--- config.mk ---
export PLATFORM = sky130hd
export DESIGN_NAME = dcache_tbus_arb
export DESIGN_NICKNAME = d
export VERILOG_FILES = /design/src/rtl/tbus_pkg.sv /design/src/rtl/rr_arb2.sv /design/src/rtl/dcache_tbus_arb.sv
export SDC_FILE = /design/constraint.sdc
export NUM_CORES = 1
export LEC_CHECK = 0
export BUFFER_PORTS_ARGS = -buffer_cell sky130_fd_sc_hd__buf_2
export CAP_MARGIN = 20
export CELL_PAD_IN_SITES_DETAIL_PLACEMENT = 2
export CELL_PAD_IN_SITES_GLOBAL_PLACEMENT = 2
export CORE_AREA = 2 2 228 230
export CTS_CLUSTER_SIZE = 8
export DETAILED_ROUTE_END_ITERATION = 8
export DIE_AREA = 0 0 230 232
export GPL_ROUTABILITY_DRIVEN = 0
export GPL_TIMING_DRIVEN = 0
export PLACE_DENSITY_LB_ADDON = 0.1
export SYNTH_ARGS = -nofsm -noshare
export SYNTH_HDL_FRONTEND = slang
export SYNTH_SLANG_ARGS = --single-unit
--- constraint.sdc ---
create_clock -name clock -period 4.3 [get_ports clock]
set_input_delay 0.645 -clock clock [delete_from_list [all_inputs] [get_ports clock]]
set_output_delay 0.645 -clock clock [all_outputs]
set_load 0.05 [all_outputs]
--- src/rtl/tbus_pkg.sv ---
// Shared tbus definitions: op types, arbiter state and requester ids.
package tbus_pkg;
  localparam int OPTYPE_W = 2;
  localparam logic [OPTYPE_W-1:0] TBUS_READ  = 2'b00;
  localparam logic [OPTYPE_W-1:0] TBUS_WRITE = 2'b01;

  typedef enum logic [1:0] {
    S_IDLE  = 2'd0,
    S_REQ   = 2'd1,
    S_BUSY  = 2'd2,
    S_DRAIN = 2'd3
  } arb_state_e;

  typedef enum logic {
    REQ_LD = 1'b0,
    REQ_ST = 1'b1
  } req_id_e;
endpackage

--- src/rtl/rr_arb2.sv ---
// Two-way round-robin picker. Bit 0 is the load unit, bit 1 the store drain.
// On a tie the requester that was not served last wins.
module rr_arb2
  import tbus_pkg::*;
(
  input  logic [1:0] req,
  input  req_id_e    last,
  output logic [1:0] grant
);

  // Single requester passes through; a tie goes to the one not served last.
  always_comb begin
    grant = req;
    if (req == 2'b11) grant = (last == REQ_ST) ? 2'b01 : 2'b10;
  end

endmodule

--- src/rtl/dcache_tbus_arb.sv ---
// Arbiter/sequencer for the single tbus port into the dcache. Load unit and
// store drain share it; one transaction at a time, ownership held from
// request to dc_done. Load flushes withdraw a pending load or swallow the
// response of an accepted one.
module dcache_tbus_arb
  import tbus_pkg::*;
#(
  parameter int ADDR_W   = 64,
  parameter int DATA_W   = 64,
  parameter int OPTYPE_W = 2
) (
  input  logic                clock,
  input  logic                reset_n,
  input  logic                ld_req_valid,
  output logic                ld_req_ready,
  input  logic [ADDR_W-1:0]   ld_req_index,
  input  logic [OPTYPE_W-1:0] ld_req_optype,
  input  logic                ld_flush_valid,
  output logic [DATA_W-1:0]   ld_resp_data,
  output logic                ld_resp_done,
  input  logic                st_req_valid,
  output logic                st_req_ready,
  input  logic [ADDR_W-1:0]   st_req_index,
  input  logic [DATA_W-1:0]   st_req_wdata,
  input  logic [DATA_W-1:0]   st_req_wmask,
  input  logic [OPTYPE_W-1:0] st_req_optype,
  output logic                st_resp_done,
  output logic                dc_index_valid,
  input  logic                dc_index_ready,
  output logic [ADDR_W-1:0]   dc_index,
  output logic [DATA_W-1:0]   dc_write_data,
  output logic [DATA_W-1:0]   dc_write_mask,
  output logic [OPTYPE_W-1:0] dc_optype,
  input  logic [DATA_W-1:0]   dc_read_data,
  input  logic                dc_done
);

  arb_state_e state;
  req_id_e    owner;
  req_id_e    rr_last;

  logic [1:0] cand;
  logic [1:0] grant;
  logic       sel_v;
  req_id_e    sel_id;
  logic       fire;
  logic       ld_busy;
  logic       ld_kill;

  // A flushing load is not a candidate for a new grant.
  assign cand    = {st_req_valid, ld_req_valid & ~ld_flush_valid};
  assign ld_kill = (owner == REQ_LD) & ld_flush_valid;

  rr_arb2 u_rr (
    .req   (cand),
    .last  (rr_last),
    .grant (grant)
  );

  // Who drives the tbus request this cycle: new winner in IDLE, owner in REQ.
  always_comb begin
    sel_v  = 1'b0;
    sel_id = REQ_LD;
    case (state)
      S_IDLE: begin
        sel_v  = |grant;
        sel_id = grant[1] ? REQ_ST : REQ_LD;
      end
      S_REQ: begin
        sel_v  = ~ld_kill;
        sel_id = owner;
      end
      default: ;
    endcase
  end

  assign fire    = sel_v & dc_index_ready;
  assign ld_busy = (state == S_BUSY) & (owner == REQ_LD);

  // Request payload mux; payloads read zero whenever no request is offered.
  // Everything is gated by reset_n so outputs drop the moment reset asserts.
  always_comb begin
    dc_index_valid = sel_v & reset_n;
    dc_index       = '0;
    dc_write_data  = '0;
    dc_write_mask  = '0;
    dc_optype      = '0;
    if (sel_v && reset_n) begin
      if (sel_id == REQ_ST) begin
        dc_index      = st_req_index;
        dc_write_data = st_req_wdata;
        dc_write_mask = st_req_wmask;
        dc_optype     = st_req_optype;
      end else begin
        dc_index  = ld_req_index;
        dc_optype = ld_req_optype;
      end
    end
  end

  // Handshake and response demux back to the owner only.
  always_comb begin
    ld_req_ready = fire & (sel_id == REQ_LD) & reset_n;
    st_req_ready = fire & (sel_id == REQ_ST) & reset_n;
    ld_resp_done = ld_busy & dc_done & ~ld_flush_valid & reset_n;
    st_resp_done = (state == S_BUSY) & (owner == REQ_ST) & dc_done & reset_n;
    ld_resp_data = (ld_busy && reset_n) ? dc_read_data : '0;
  end

  // Ownership FSM; rr_last only moves when a transaction completes.
  always_ff @(posedge clock or negedge reset_n) begin
    if (!reset_n) begin
      state   <= S_IDLE;
      owner   <= REQ_LD;
      rr_last <= REQ_ST;
    end else begin
      case (state)
        S_IDLE: begin
          if (sel_v) begin
            owner <= sel_id;
            state <= fire ? S_BUSY : S_REQ;
          end
        end
        S_REQ: begin
          if (ld_kill)   state <= S_IDLE;
          else if (fire) state <= S_BUSY;
        end
        S_BUSY: begin
          if (dc_done) begin
            state   <= S_IDLE;
            rr_last <= owner;
          end else if (ld_kill) begin
            state <= S_DRAIN;
          end
        end
        S_DRAIN: begin
          if (dc_done) begin
            state   <= S_IDLE;
            rr_last <= REQ_LD;
          end
        end
        default: state <= S_IDLE;
      endcase
    end
  end

endmodule

==> out/metrics.cfg <==
[status]
status=finished, final reports clean

[timing]
worst_pin_slew_ns=0.541
clock.fmax_mhz=319
min_period_ns=3.14
rsz0062_at_grt=false
setup_violations=0
hold_violations=0
relSlewSlack_pct=64.0
drv_slew=0
setup_slack_ns=1.16
finalSetupTns_ns=0
clock_skew_ns=0.00262
min_period_over_period_pct=73.0

[worst_setup_path]
crit_path_end_kind=output pin
worst_path_most_repeated_cell=buf_2
reg2reg_to=state[0]
slowest_stage=o2111ai_2
crit_chain=buf_2 -> mux2_4 -> o2111ai_2 -> nor2_2 -> buf_4 -> clkbuf_2 -> and2_1 -> buf_2
arrival_ns=2.49
cpPeakStageDelay_ns=0.46
crit_family=buffers and inverters
crit_buf_inv=4
reg2reg_depth=3
required_ns=3.65
cp-start-kind=input port
crit_type=input port to output pin
cp_max_fo=10
r2r_setup_slack_ns=2.98
worstReg2RegStart=state[0]

[synth]
async_flop_share_pct=100
syn-num-nets=728
ys_types=27
synth_seq_area_share_pct=3.85
ys_seq_elements=4
syn_inst=397
synth_edf_count=0
synth_area_sq_um=2630
synth_ff_type=dfrtp_1
synth.avg_cell_area_sq_um=6.63
yosysWarnings=0

[cts]
cts_tree=yes
postCtsResizedCells=0
clk_latency_ns=0.22
cts_buffers=3
cts_buffer_depth=2
path_clk_slew_ns=0.03
htree_num_levels=1
cts-root-buf=clkbuf_16
cts_hold_buf=0
clock_sink_count=4
postCtsSetupBuffers=0

[grt]
grt_pass1_vias=5396
antenna_found_initial=16
grt_overflow=0
grt_first_pass_wirelength_um=39100
grt_max_degree=11
grt_usage_pct=9.96

[finish]
nNetsFinal=1326
fin_util_pct=12.9
drive_gt1_share_pct=63.0
final_common_cell=buf_2
postLayoutCellArea_sq_um=6550
area_growth_pct=149
final_cell_mix=599 x buf_2, 193 x and2_1, 69 x nor2_1
final_cells=1680

[route]
vias_per_cell=3.02
wl_per_cell_um=17.4
totalWireLength_um=29200
drc=0
topRoutingLayerUsed=met5
drtAntennaViolNets=0
firstDrtPassIters=4
route.met3.wl_um=2670
wl_met1_um=9400
drt-initial-drc-count=77
dr_wl_met2_um=16900
vias=5077

[floorplan]
core_sq_um=50900
start_util_pct=5.18
die_x_um=230
io-pin-count=594
die_h_um=232
rows=83
dieArea_sq_um=53400

[placement]
place_ws_ns=1.03
placedCellCount=1670
port_buffers=593
placed_area_sq_um=6450
dpl.hpwl_um=27300

[worst_hold_path]
hold_class=input port to async pin

[pwr]
leakage_nw=4.23
peakVddDrop_mv=0.106
powerDensity_nw_per_um2=389

[run]
maxCapViolCount=0

## logic make-up after synthesis
| family | share of synthesized area, % |
|---|---|
| buf+inv | 7.93 |
| compound gates | 3.28 |
| simple gates | 59.3 |
| flops | 3.85 |
| mux | 25.7 |
## final cells by class
type | count | area (sq um)
multi-input cells | 355 | 2320
well taps | 680 | 851
inverters | 3 | 11.3
repair buffers | 593 | 2970
clock buffers | 4 | 78.8
diodes | 6 | 15.0
flip-flops and latches | 4 | 101
fillers | 6189 | 44300
plain buffers | 35 | 198
## flip-flops by register name, summed over array words and instances, names as in the netlist
| signal | cells |
|---|---|
| owner | 1 |
| rr_last | 1 |
| state | 2 |
## per-stage QoR
step           hold slack [ns]  total power, mW
6_report                 0.248             2.55
5_1_grt                  0.253             2.73
4_1_cts                  0.252             2.62
3_5_place_dp             0.489             2.46
3_3_place_gp             0.494             2.47
2_1_floorplan            0.349             1.78
## worst max-delay path by stage
stage | depth (start not counted) | slack, ns | startpoint | end
2_1_floorplan | 6 | 1.49 | ld_flush_valid | dc_index[19]
3_3_place_gp | 7 | 1.05 | st_req_valid | dc_index[40]
3_5_place_dp | 7 | 1.03 | st_req_valid | dc_index[40]
4_1_cts | 7 | 1.03 | st_req_valid | dc_index[40]
5_1_grt | 7 | 0.91 | state[1] | ld_resp_data[61]
6_report | 8 | 1.16 | st_req_valid | dc_write_mask[61]
## report_power, final
part	internal [mW]	switching (mW)
sequential	0.0579	0.0292
combinational	0.680	1.63
clock	0.123	0.0273
total	0.861	1.69
## cells in the mapped netlist (2+ instances only)
master | number | area share, %
buf_4 | 4 | 1.1
and3_1 | 2 | 0.47
nor2_1 | 69 | 9.8
o21ai_0 | 3 | 0.57
and2_1 | 193 | 46
inv_1 | 3 | 0.43
clkbuf_1 | 10 | 1.4
nor2b_1 | 3 | 0.71
mux2i_1 | 66 | 25
clkbuf_2 | 11 | 2.1
nand2b_1 | 2 | 0.47
buf_6 | 4 | 1.7
buf_2 | 6 | 1.1
dfrtp_1 | 3 | 2.9
nand2_1 | 6 | 0.86
## routing by layer
| metal | global-route usage (%) | up-vias |
|---|---|---|
| li1 | - | 2451 |
| met1 | 9.28 | 2308 |
| met2 | 21.3 | 288 |
| met3 | 3.41 | 24 |
| met4 | 0.544 | 6 |
| met5 | 0 | - |
No activity file was read; power rests on OpenSTA's default activity.
